### src/rtl/func_pkg.sv
// ---------------------------------------------------------------------------
// func_pkg
// Shared definitions for the func polynomial evaluator and its requester
// (func_min_search): sweep FSM state encoding and the Q-format constants.
//   X operands are Q24.8 (X_W bits), Y results are Q56.8 (Y_W bits).
// ---------------------------------------------------------------------------
package func_pkg;

  localparam int FRAC_BITS = 8;
  localparam int X_W       = 32;
  localparam int Y_W       = 64;

  // Largest positive Q56.8 value; the "no minimum found yet" sentinel.
  localparam logic [Y_W-1:0] Y_MAX_POS = 64'h7FFF_FFFF_FFFF_FFFF;

  // 1.0 in Q24.8.
  localparam logic [X_W-1:0] Q_ONE = 32'h0000_0100;

  typedef enum logic [1:0] {
    ST_IDLE,
    ST_REQ,
    ST_RELEASE,
    ST_FINISH
  } state_e;

endpackage

### src/rtl/func_min_search_min_tracker.sv
// ---------------------------------------------------------------------------
// min_tracker
// Registered running minimum / argmin over a stream of func samples.
//   clk, rst_n   clock, async active-low reset
//   clear_i      restart tracking (new sweep)
//   sample_i     a result is presented this cycle
//   ovf_i        result overflowed; excluded from the comparison
//   y_i          Q56.8 result, signed
//   x_i, k_i     operand and index that produced y_i
//   valid_o      at least one non-overflowed sample has been taken
//   y_min_o, x_min_o, idx_min_o   current minimum and where it occurred
// Compare is signed strict-less, so ties keep the earliest index.
// ---------------------------------------------------------------------------
module min_tracker
  import func_pkg::*;
#(
  parameter int CNT_W = 8
) (
  input  logic             clk,
  input  logic             rst_n,
  input  logic             clear_i,
  input  logic             sample_i,
  input  logic             ovf_i,
  input  logic [Y_W-1:0]   y_i,
  input  logic [X_W-1:0]   x_i,
  input  logic [CNT_W-1:0] k_i,
  output logic             valid_o,
  output logic [Y_W-1:0]   y_min_o,
  output logic [X_W-1:0]   x_min_o,
  output logic [CNT_W-1:0] idx_min_o
);

  logic             valid_q;
  logic [Y_W-1:0]   y_min_q;
  logic [X_W-1:0]   x_min_q;
  logic [CNT_W-1:0] idx_min_q;
  logic             take;

  assign take = sample_i && !ovf_i && ($signed(y_i) < $signed(y_min_q));

  // NOTE: sequential state uses non-blocking (<=) so every register in the
  // block updates from pre-edge values, independent of statement order.
  always_ff @(posedge clk or negedge rst_n) begin
    if (!rst_n) begin
      valid_q   <= 1'b0;
      y_min_q   <= Y_MAX_POS;
      x_min_q   <= '0;
      idx_min_q <= '0;
    end else if (clear_i) begin
      valid_q   <= 1'b0;
      y_min_q   <= Y_MAX_POS;
      x_min_q   <= '0;
      idx_min_q <= '0;
    end else if (take) begin
      valid_q   <= 1'b1;
      y_min_q   <= y_i;
      x_min_q   <= x_i;
      idx_min_q <= k_i;
    end
  end

  assign valid_o   = valid_q;
  assign y_min_o   = y_min_q;
  assign x_min_o   = x_min_q;
  assign idx_min_o = idx_min_q;

endmodule

### src/rtl/func_min_search.sv
// ---------------------------------------------------------------------------
// func_min_search
// Sweeps N_POINTS operands x = X_START + k*X_STEP (Q24.8) through func using
// a four-phase start_func/func_done handshake and reports the minimum
// non-overflowed y (Q56.8) with its x and index.
//   clk, rst_n        clock, async active-low reset
//   start             sweep request (ignored while busy)
//   busy, done        sweep in progress / one-cycle end pulse
//   valid             min outputs hold a real sample
//   timeout_err       sweep aborted waiting on func_done (sticky)
//   ovf_seen          some sample overflowed (sticky)
//   x_min, y_min, idx_min   minimum and its location
//   start_func, x_out       request and operand to func
//   y_in, func_done, overflow   response from func
// ---------------------------------------------------------------------------
module func_min_search
  import func_pkg::*;
#(
  parameter logic [X_W-1:0] X_START  = 32'hFFFF_FC00,
  parameter logic [X_W-1:0] X_STEP   = 32'h0000_0100,
  parameter int             N_POINTS = 16,
  parameter int             CNT_W    = 8,
  parameter int             TIMEOUT  = 64
) (
  input  logic             clk,
  input  logic             rst_n,
  input  logic             start,
  output logic             busy,
  output logic             done,
  output logic             valid,
  output logic             timeout_err,
  output logic             ovf_seen,
  output logic [X_W-1:0]   x_min,
  output logic [Y_W-1:0]   y_min,
  output logic [CNT_W-1:0] idx_min,
  output logic             start_func,
  output logic [X_W-1:0]   x_out,
  input  logic [Y_W-1:0]   y_in,
  input  logic             func_done,
  input  logic             overflow
);

  localparam int               WAIT_W    = (TIMEOUT > 1) ? $clog2(TIMEOUT) : 1;
  localparam logic [WAIT_W-1:0] WAIT_LAST = WAIT_W'(TIMEOUT - 1);
  localparam logic [CNT_W-1:0]  K_LAST    = CNT_W'(N_POINTS - 1);

  state_e            state_q;
  logic              busy_q;
  logic              done_q;
  logic              timeout_err_q;
  logic              ovf_seen_q;
  logic              start_func_q;
  logic [X_W-1:0]    x_out_q;
  logic [CNT_W-1:0]  k_q;
  logic [WAIT_W-1:0] wait_q;

  logic clear;
  logic sample;

  assign clear  = (state_q == ST_IDLE) && start;
  assign sample = (state_q == ST_REQ) && func_done;

  min_tracker #(
    .CNT_W(CNT_W)
  ) u_min_tracker (
    .clk      (clk),
    .rst_n    (rst_n),
    .clear_i  (clear),
    .sample_i (sample),
    .ovf_i    (overflow),
    .y_i      (y_in),
    .x_i      (x_out_q),
    .k_i      (k_q),
    .valid_o  (valid),
    .y_min_o  (y_min),
    .x_min_o  (x_min),
    .idx_min_o(idx_min)
  );

  always_ff @(posedge clk or negedge rst_n) begin
    if (!rst_n) begin
      state_q       <= ST_IDLE;
      busy_q        <= 1'b0;
      done_q        <= 1'b0;
      timeout_err_q <= 1'b0;
      ovf_seen_q    <= 1'b0;
      start_func_q  <= 1'b0;
      x_out_q       <= '0;
      k_q           <= '0;
      wait_q        <= '0;
    end else begin
      done_q <= 1'b0;
      unique case (state_q)
        ST_IDLE: begin
          if (start) begin
            busy_q        <= 1'b1;
            k_q           <= '0;
            x_out_q       <= X_START;
            ovf_seen_q    <= 1'b0;
            timeout_err_q <= 1'b0;
            wait_q        <= '0;
            state_q       <= ST_REQ;
          end
        end

        // start_func goes high on the first REQ cycle's edge, so it is seen
        // one cycle after REQ entry; func_done is known low here.
        ST_REQ: begin
          if (func_done) begin
            start_func_q <= 1'b0;
            if (overflow) ovf_seen_q <= 1'b1;
            wait_q       <= '0;
            state_q      <= ST_RELEASE;
          end else if (wait_q == WAIT_LAST) begin
            timeout_err_q <= 1'b1;
            start_func_q  <= 1'b0;
            wait_q        <= '0;
            state_q       <= ST_FINISH;
          end else begin
            start_func_q <= 1'b1;
            wait_q       <= wait_q + 1'b1;
          end
        end

        // x_out only moves here, while start_func is low.
        ST_RELEASE: begin
          if (!func_done) begin
            wait_q <= '0;
            if (k_q == K_LAST) begin
              state_q <= ST_FINISH;
            end else begin
              k_q     <= k_q + 1'b1;
              x_out_q <= x_out_q + X_STEP;
              state_q <= ST_REQ;
            end
          end else if (wait_q == WAIT_LAST) begin
            timeout_err_q <= 1'b1;
            wait_q        <= '0;
            state_q       <= ST_FINISH;
          end else begin
            wait_q <= wait_q + 1'b1;
          end
        end

        ST_FINISH: begin
          done_q  <= 1'b1;
          busy_q  <= 1'b0;
          state_q <= ST_IDLE;
        end

        default: state_q <= ST_IDLE;
      endcase
    end
  end

  assign busy        = busy_q;
  assign done        = done_q;
  assign timeout_err = timeout_err_q;
  assign ovf_seen    = ovf_seen_q;
  assign start_func  = start_func_q;
  assign x_out       = x_out_q;

endmodule
### config.mk
export PLATFORM = sky130hd
export DESIGN_NAME = func_min_search
export DESIGN_NICKNAME = d
export VERILOG_FILES = /design/src/rtl/func_pkg.sv /design/src/rtl/func_min_search_min_tracker.sv /design/src/rtl/func_min_search.sv
export SDC_FILE = /design/constraint.sdc
export NUM_CORES = 1
export LEC_CHECK = 0
export BUFFER_PORTS_ARGS = -buffer_cell sky130_fd_sc_hd__buf_2
export CORE_ASPECT_RATIO = 1.4
export CORE_UTILIZATION = 55
export CTS_BUF_LIST = sky130_fd_sc_hd__clkbuf_4
export CTS_CLUSTER_SIZE = 10
export DETAILED_ROUTE_END_ITERATION = 16
export PLACE_DENSITY = 0.83
export SLEW_MARGIN = 20
export SYNTH_ARGS = -nofsm -noshare
export SYNTH_HDL_FRONTEND = slang
export SYNTH_SLANG_ARGS = --single-unit
### constraint.sdc
create_clock -name clk -period 3.6 [get_ports clk]
set_input_delay 0.36 -clock clk [delete_from_list [all_inputs] [get_ports clk]]
set_output_delay 0.36 -clock clk [all_outputs]
set_load 0.01 [all_outputs]
==> flow_metrics.tcl, run 1 <==
set metrics [dict create \
    htreeDepth 4 \
    synthFlopType "dfrtp_1" \
    io_buffers 202 \
    hold_depth 2 \
    drt_iter0_markers 201 \
    overflow 0 \
    crit_family "compound AO/OA/AOI/OAI gates" \
    final-setup-viol-count 0 \
    ys_seq_area_share_pct 46.9 \
    start_util_pct 56.3 \
    ys_warn_count 0 \
    synth_commonest_cells "dfrtp_1, inv_1, ha_1, dfstp_2, nand2_1" \
    critPathBufInv 2 \
    synth_top_area_share_pct 25.7 \
    r2r_setup_slack_ps 310 \
    root_buffer "clkbuf_4" \
    synth_most_common_cell "dfrtp_1" \
    numCtsBuffers 17 \
    cellLeakagePower_uw 0.00491 \
    synthToLayoutAreaGrowth_pct 18.4 \
    p_int_uw 3570 \
    synth.area.top_cells "dfrtp_1, dfstp_2, ha_1" \
    synth-edff-count 0 \
    antenna_found_initial 1 \
    timing.rr.start "u_min_tracker.y_min_o[14]" \
    ys_ff_latch 143 \
    post_cts_buffers 0 \
    status "complete, no violations" \
    track_usage_pct 25.1 \
    clk_pin_slew_ps 150 \
    p_sw_uw 2510 \
    synthArstFlopShare_pct 100 \
    seqCellArea_um2 3660 \
    pwr-share-seq_pct 41.9 \
    clkPwrFrac_pct 17.0 \
    cts_tree "done" \
    setup_tns_ps 0 \
    slowest_delay_ps 550 \
    dp_hpwl_mm 13.1 \
    clock_latency_ps 540 \
    peakVddDrop_mv 0.509 \
    n_fill_cell 1104 \
    grt_setup_unrepaired "false" \
    cp.arrival_ps 3750 \
    num_antenna_cells 0 \
    cp.required_ps 4060 \
    netlist_instances 714 \
    hold_viol 0 \
    hold_start "y_in[31]" \
    vias 6175 \
    powerDensity_nw_per_um2 659 \
    syn_area_per_cell_um2 10.9 \
    multi_input_area_um2 3600 \
    maxCapViolCount 0 \
    ant_nets 0 \
    core-area_um2 13800 \
    fmax_ghz 0.304 \
    tightestPinTransition_ps 985 \
    nNetsFinal 1056 \
    p_comb_share_pct 41.1 \
    rr_endpoint "u_min_tracker.y_min_o[35]" \
    grt_max_degree 112 \
    first_pass_iters 4 \
    crit_path_top_delay_cell "dfstp_2" \
    end_kind "flip-flop" \
    path_cells "inv_1 -> ha_1 -> a21oi_1 -> nand2_1 -> a221oi_1 -> o21ai_1 -> a221oi_2 -> or4b_1 -> and2_4 -> buf_12 -> a2bb2oi_1" \
    finalCritPeriodShare_pct 91.4 \
    slew_violations 0 \
    finalWirelength_mm 17.8 \
    min_period_ps 3290 \
    die_area_um2 14700 \
    vias_per_cell 5.54 \
    hp-class "in -> reg" \
    slew_headroom_pct 34.3 \
    start_kind "flip-flop" \
    ios 211 \
    yosysTopAreaCell "dfrtp_1" \
    fin_skew_ps 22.3 \
    swShare_pct 41.3 \
    wire_per_inst_um 15.9 \
    core.rowCount 51 \
    drive_gt1_share_pct 37.6 \
    clockBufferDepth 2 \
    die_h_um 143 \
    ys_types 56 \
    whs_endpoint "u_min_tracker.y_min_o[31]" \
    r2r_cells 11 \
    total_power_uw 6080 \
    die_width_um 103 \
    drc 0 \
    grt_pass1_wl_mm 28.3 \
    synth_area_um2 7790 \
    globalplace.congestion 0.836 \
    path_max_fanout 50 \
    critical_path_class "reg -> reg" \
    cts_sinks 143 \
    grt_pass1_vias 6014 \
]
[worst max-delay path by stage]
stage,startpoint,end,slack [ps],depth (start not counted)
finish,u_min_tracker.y_min_o[14],u_min_tracker.y_min_o[35],310,11
global route,u_min_tracker.y_min_o[9],u_min_tracker.y_min_o[20],90,11
CTS,u_min_tracker.y_min_o[11],u_min_tracker.y_min_o[35],260,11
detailed placement,u_min_tracker.y_min_o[11],u_min_tracker.y_min_o[35],320,11
global placement,u_min_tracker.y_min_o[11],u_min_tracker.y_min_o[17],360,11
floorplan,u_min_tracker.y_min_o[14],u_min_tracker.y_min_o[40],690,13
[worst register-to-register path, stage by stage (launching register included)]
cell,delay (ps)
dfstp_2,550
inv_1,60
ha_1,320
a21oi_1,170
nand2_1,70
a221oi_1,270
o21ai_1,160
a221oi_2,360
or4b_1,490
and2_4,270
buf_12,260
a2bb2oi_1,240
[metrics by stage]
step	cells	cell area, µm²	utilization, %	hold WS, ps	setup slack [ps]
after CTS	1113	9210	66.5	0.389	262
after global placement	1077	8890	64.2	467	357
final	1115	9230	66.7	55.4	308
after floorplan	721	7820	-	64.4	688
after detailed placement	1077	8890	64.2	472	315
after global routing	1115	9230	66.7	2.00	94.6
[layout by cell type (no fill, tap or decap), types with 4 or more instances in the layout]
master and instances:
nand2_1 57, nor2_1 30, xnor2_1 8, inv_8 4
nor3_1 6, ha_1 70, and3_1 16, a21oi_1 36
dfstp_2 63, xor2_1 11, conb_1 8, or3_1 4
nand4_1 16, inv_1 77, buf_4 7, a2bb2oi_2 40
buf_2 201, nand3_1 23, clkinv_4 5, and4_1 4
dfrtp_1 80, dlygate4sd3_1 6, a21o_1 5, a2bb2oi_1 23
clkbuf_4 17, a22o_1 33, o21ai_0 29
[cell families after synthesis]
family / count (synthesis) / share of synthesized area, %
compound gates: 190 / 21.3
simple gates: 172 / 10.8
flops: 143 / 46.9
buf+inv: 117 / 7.32
fa+ha+maj: 70 / 11.2
xor+xnor: 19 / 2.13
mux: 2 / 0.257
other cells: 1 / 0.0481
[power by group through the flow]
| stage | Combinational (µW) | Sequential (µW) | Clock [µW] |
|---|---|---|---|
| final | 2500 | 2550 | 1040 |
| after global routing | 2810 | 2610 | 1130 |
| after CTS | 2520 | 2550 | 1070 |
| after detailed placement | 2510 | 2560 | 0 |
| after global placement | 2440 | 2550 | 0 |
| after floorplan | 1500 | 2720 | 0 |
[flip-flops by register name, summed over array words and instances, names as in the netlist]
register / count
k_q: 8
busy: 1
u_min_tracker.idx_min_o: 8
done: 1
start_func: 1
u_min_tracker.y_min_o: 64
u_min_tracker.x_min_o: 25
state_q: 2
timeout_err: 1
u_min_tracker.valid_o: 1
ovf_seen: 1
wait_q: 6
x_out: 24
[final cells by class]
cell class / count / area share [%]
flip-flops and latches: 143 / 39.6
repair buffers: 217 / 12.7
well taps: 185 / 2.51
multi-input cells: 461 / 39.0
clock buffers: 17 / 1.38
inverters: 77 / 3.13
clock inverters: 15 / 1.67
[per-layer routing]
layer  part of all wire (%)  routed length [µm]  track usage (%)
met5                  0.062                  11                0
met4                    2.3                 414             9.02
met3                    5.6                 996             5.73
met2                     52                9220             44.7
met1                     40                7120             28.9
[repair_timing]
item                                   4_1_cts  5_1_grt
hold buffers                                 4        2
setup endpoints to repair                    0        0
endpoints found under the hold margin       66        2
resized for setup                            0        0
Power figures use the tool's default switching activity.
==> inputs of run 2 (changes only) <==
--- a/config.mk
+++ b/config.mk
@@ -11,8 +11,9 @@
 export CTS_BUF_LIST = sky130_fd_sc_hd__clkbuf_4
 export CTS_CLUSTER_SIZE = 10
 export DETAILED_ROUTE_END_ITERATION = 16
-export PLACE_DENSITY = 0.83
+export PLACE_DENSITY = 0.81
 export SLEW_MARGIN = 20
 export SYNTH_ARGS = -nofsm -noshare
 export SYNTH_HDL_FRONTEND = slang
+export SYNTH_HIERARCHICAL = 1
 export SYNTH_SLANG_ARGS = --single-unit
==> run 2 against run 1 <==
Sequential share of layout area down 4.1 points. Synthesized cell count rose by 34%. Total power grew 0.51%. First-iteration DRC count increased by 81%. Combinational power is 2% higher. Critical path depth unchanged. Critical path type unchanged. Synthesized area increased by 17%. Global-route usage rose by 1.1 points. Final cell count rose by 25%. Largest power group is now combinational cells. Worst hold slack lost 20 ps. Largest cell class is now multi-input gates. Final area up 17%.
==> flow_metrics.tcl, run 2 <==
set metrics [dict create \
    slew_violations 0 \
    clk_pin_slew_ps 140 \
    total_power_uw 6110 \
    start_util_pct 56.2 \
    syn_area_per_cell_um2 9.47 \
    ys_ff_latch 150 \
    wire_per_inst_um 15.6 \
    numCtsBuffers 17 \
    min_period_ps 3430 \
    netlist_instances 959 \
    ys_warn_count 6 \
    path_max_fanout 42 \
    cellLeakagePower_uw 0.00574 \
    critPathBufInv 2 \
    root_buffer "clkbuf_4" \
    n_fill_cell 1316 \
    finalCritPeriodShare_pct 95.3 \
    r2r_setup_slack_ps 170 \
    post_cts_buffers 0 \
    grt_pass1_wl_mm 36.0 \
    first_pass_iters 5 \
    clock_latency_ps 580 \
    cts_sinks 150 \
    seqCellArea_um2 3830 \
    layout_common_cells "buf_2, nor2_1, mux2i_1, dfrtp_1, nand2b_1" \
    drt_iter0_markers 364 \
    synth_area_um2 9080 \
    powerDensity_nw_per_um2 566 \
    start_kind "flip-flop" \
    synth_most_common_cell "nor2_1" \
    synth_top_family_by_area "simple AND/OR/NAND/NOR gates" \
    grt_max_degree 101 \
    status "complete, no violations" \
    slowest_delay_ps 560 \
    crit_path_top_delay_cell "dfstp_2" \
    grt_pass1_vias 7511 \
    p_comb_share_pct 41.5 \
    clockBufferDepth 2 \
    vias_per_cell 5.36 \
    synth-edff-count 0 \
    antenna_found_initial 2 \
    synth-compound-area-share_pct 5.87 \
    fmax_ghz 0.291 \
    critical_path_class "reg -> reg" \
    ys_types 54 \
    dp_hpwl_mm 15.2 \
    io_buffers 202 \
    largest_reg_flops 64 \
    hp-class "in -> reg" \
    synth_top_area_share_pct 24.0 \
    die_width_um 111 \
    overflow 0 \
    p_int_uw 3680 \
    yosysTopAreaCell "dfrtp_1" \
    multi_input_area_um2 4660 \
    cp.required_ps 4100 \
    die_h_um 154 \
    synth.area.mux_share_pct 11.9 \
    drc 0 \
    hold_viol 0 \
    cts_tree "done" \
    final_common_cell "buf_2" \
    synthArstFlopShare_pct 100 \
    core-area_um2 16200 \
    track_usage_pct 26.2 \
    p_sw_uw 2440 \
    ant_nets 0 \
    finalWirelength_mm 21.7 \
    vias 7500 \
    synth.area.top_cells "dfrtp_1, dfstp_2, mux2i_1" \
    synthFlopType "dfrtp_1" \
    synth-simple-area-share_pct 21.1 \
    maxCapViolCount 0 \
    synthToLayoutAreaGrowth_pct 18.8 \
    globalplace.congestion 0.835 \
    drive_gt1_share_pct 26.3 \
    grt_setup_unrepaired "false" \
    ys_seq_area_share_pct 42.2 \
    end_kind "flip-flop" \
    final-setup-viol-count 0 \
    cp.arrival_ps 3930 \
    htreeDepth 4 \
    synth_commonest_cells "nor2_1, mux2i_1, dfrtp_1, nand2b_1, inv_1" \
    nNetsFinal 1323 \
    slew_headroom_pct 54.1 \
    crit_family "simple AND/OR/NAND/NOR gates" \
    path_cells "inv_1 -> ha_1 -> nand4_1 -> or4_1 -> a221o_1 -> nand3_1 -> a31oi_1 -> o31ai_4 -> mux2i_4 -> buf_12 -> mux2i_1" \
    synth-xor-area-share_pct 2.02 \
    die_area_um2 17000 \
    pwr-share-seq_pct 40.3 \
    swShare_pct 39.9 \
    synthAdderAreaFrac_pct 9.64 \
    setup_tns_ps 0 \
    tightestPinTransition_ps 686 \
    peakVddDrop_mv 0.356 \
    clkPwrFrac_pct 18.2 \
    fin_skew_ps 25.2 \
    ios 211 \
    core.rowCount 55 \
]
## run 2: cell count changes after synthesis, moves of 9 or more
cell | before | now
mux2i_1 | 2 | 105
nand3_1 | 23 | 35
and3_1 | 16 | 4
a2bb2oi_1 | 23 | 0
buf_2 | 12 | 3
nand2b_1 | 1 | 85
nor2_1 | 30 | 156
clkbuf_1 | 7 | 25
a22o_1 | 33 | 0
a2bb2oi_2 | 40 | 0
## run 2: cell type report
cell class | count | area share, %
clock buffer | 17 | 1.18
timing repair buffer | 240 | 13.4
multi-input combinational | 697 | 43.2
inverter | 78 | 2.74
clock inverter | 15 | 1.55
tap | 199 | 2.31
antenna | 2 | 0.0464
sequential | 150 | 35.5
## run 2: cells by family (layout without fill, tap and decap cells)
kind of cell | count (synthesis) | after routing
compound gates | 88 | 88
simple gates | 395 | 395
xor+xnor | 21 | 21
fa+ha+maj | 70 | 70
mux | 107 | 107
other cells | 1 | 18
buf+inv | 127 | 350
flops | 150 | 150
## run 2: routing by layer
layer  vias up  share of wire (%)  GRT usage (%)
met5         -                  0              0
met4         0                3.4           13.0
met3        51                4.6           5.12
met2       226                 52           47.2
met1      3580                 40           29.3
li1       3643                  -              -
## run 2: repair_timing
item,4_1_cts,5_1_grt
hold buffers,29,0
gates resized for setup,0,1
setup endpoints to repair,0,72
hold endpoints to repair,39,0
## run 2: stage by stage
| step | worst slack, ps | utilization [%] | instances | hold WS [ps] | area, µm² |
|---|---|---|---|---|---|
| after global routing | 36.8 | 66.7 | 1398 | 6.53 | 10800 |
| after CTS | 105 | 66.6 | 1396 | 0.896 | 10800 |
| after detailed placement | 142 | 63.0 | 1335 | 352 | 10200 |
| after global placement | 268 | 63.0 | 1335 | 350 | 10200 |
| final | 169 | 66.7 | 1398 | 35.8 | 10800 |
| after floorplan | 387 | - | 974 | 64.4 | 9140 |
## run 2: path summary, 6_finish.rpt
check | startpoint | end | depth (start not counted)
worst max-delay path | u_min_tracker/y_min_o[11] | u_min_tracker/idx_min_o[6] | 11
worst max register to register | u_min_tracker/y_min_o[11] | u_min_tracker/idx_min_o[6] | 11
min in group asynchronous | rst_n | u_min_tracker/x_min_o[8] | 2
worst min register to register | timeout_err | timeout_err | 1
max in group asynchronous | rst_n | u_min_tracker/idx_min_o[6] | 3
worst min-delay path | y_in[31] | u_min_tracker/y_min_o[31] | 3
## run 2: power groups by stage
stage                     registers, µW  clock network [µW]  logic (µW)
final                              2460                1110        2540
after global routing               2510                1210        2820
after CTS                          2460                1150        2530
after detailed placement           2490                   0        2490
after global placement             2470                   0        2410
after floorplan                    2640                   0        1550
## run 2: worst min-delay path: cells and delay by family
family	cells	cell delay, ps
multiplexers	1	70
AND/OR/NAND/NOR	1	80
buffers and inverters	1	110
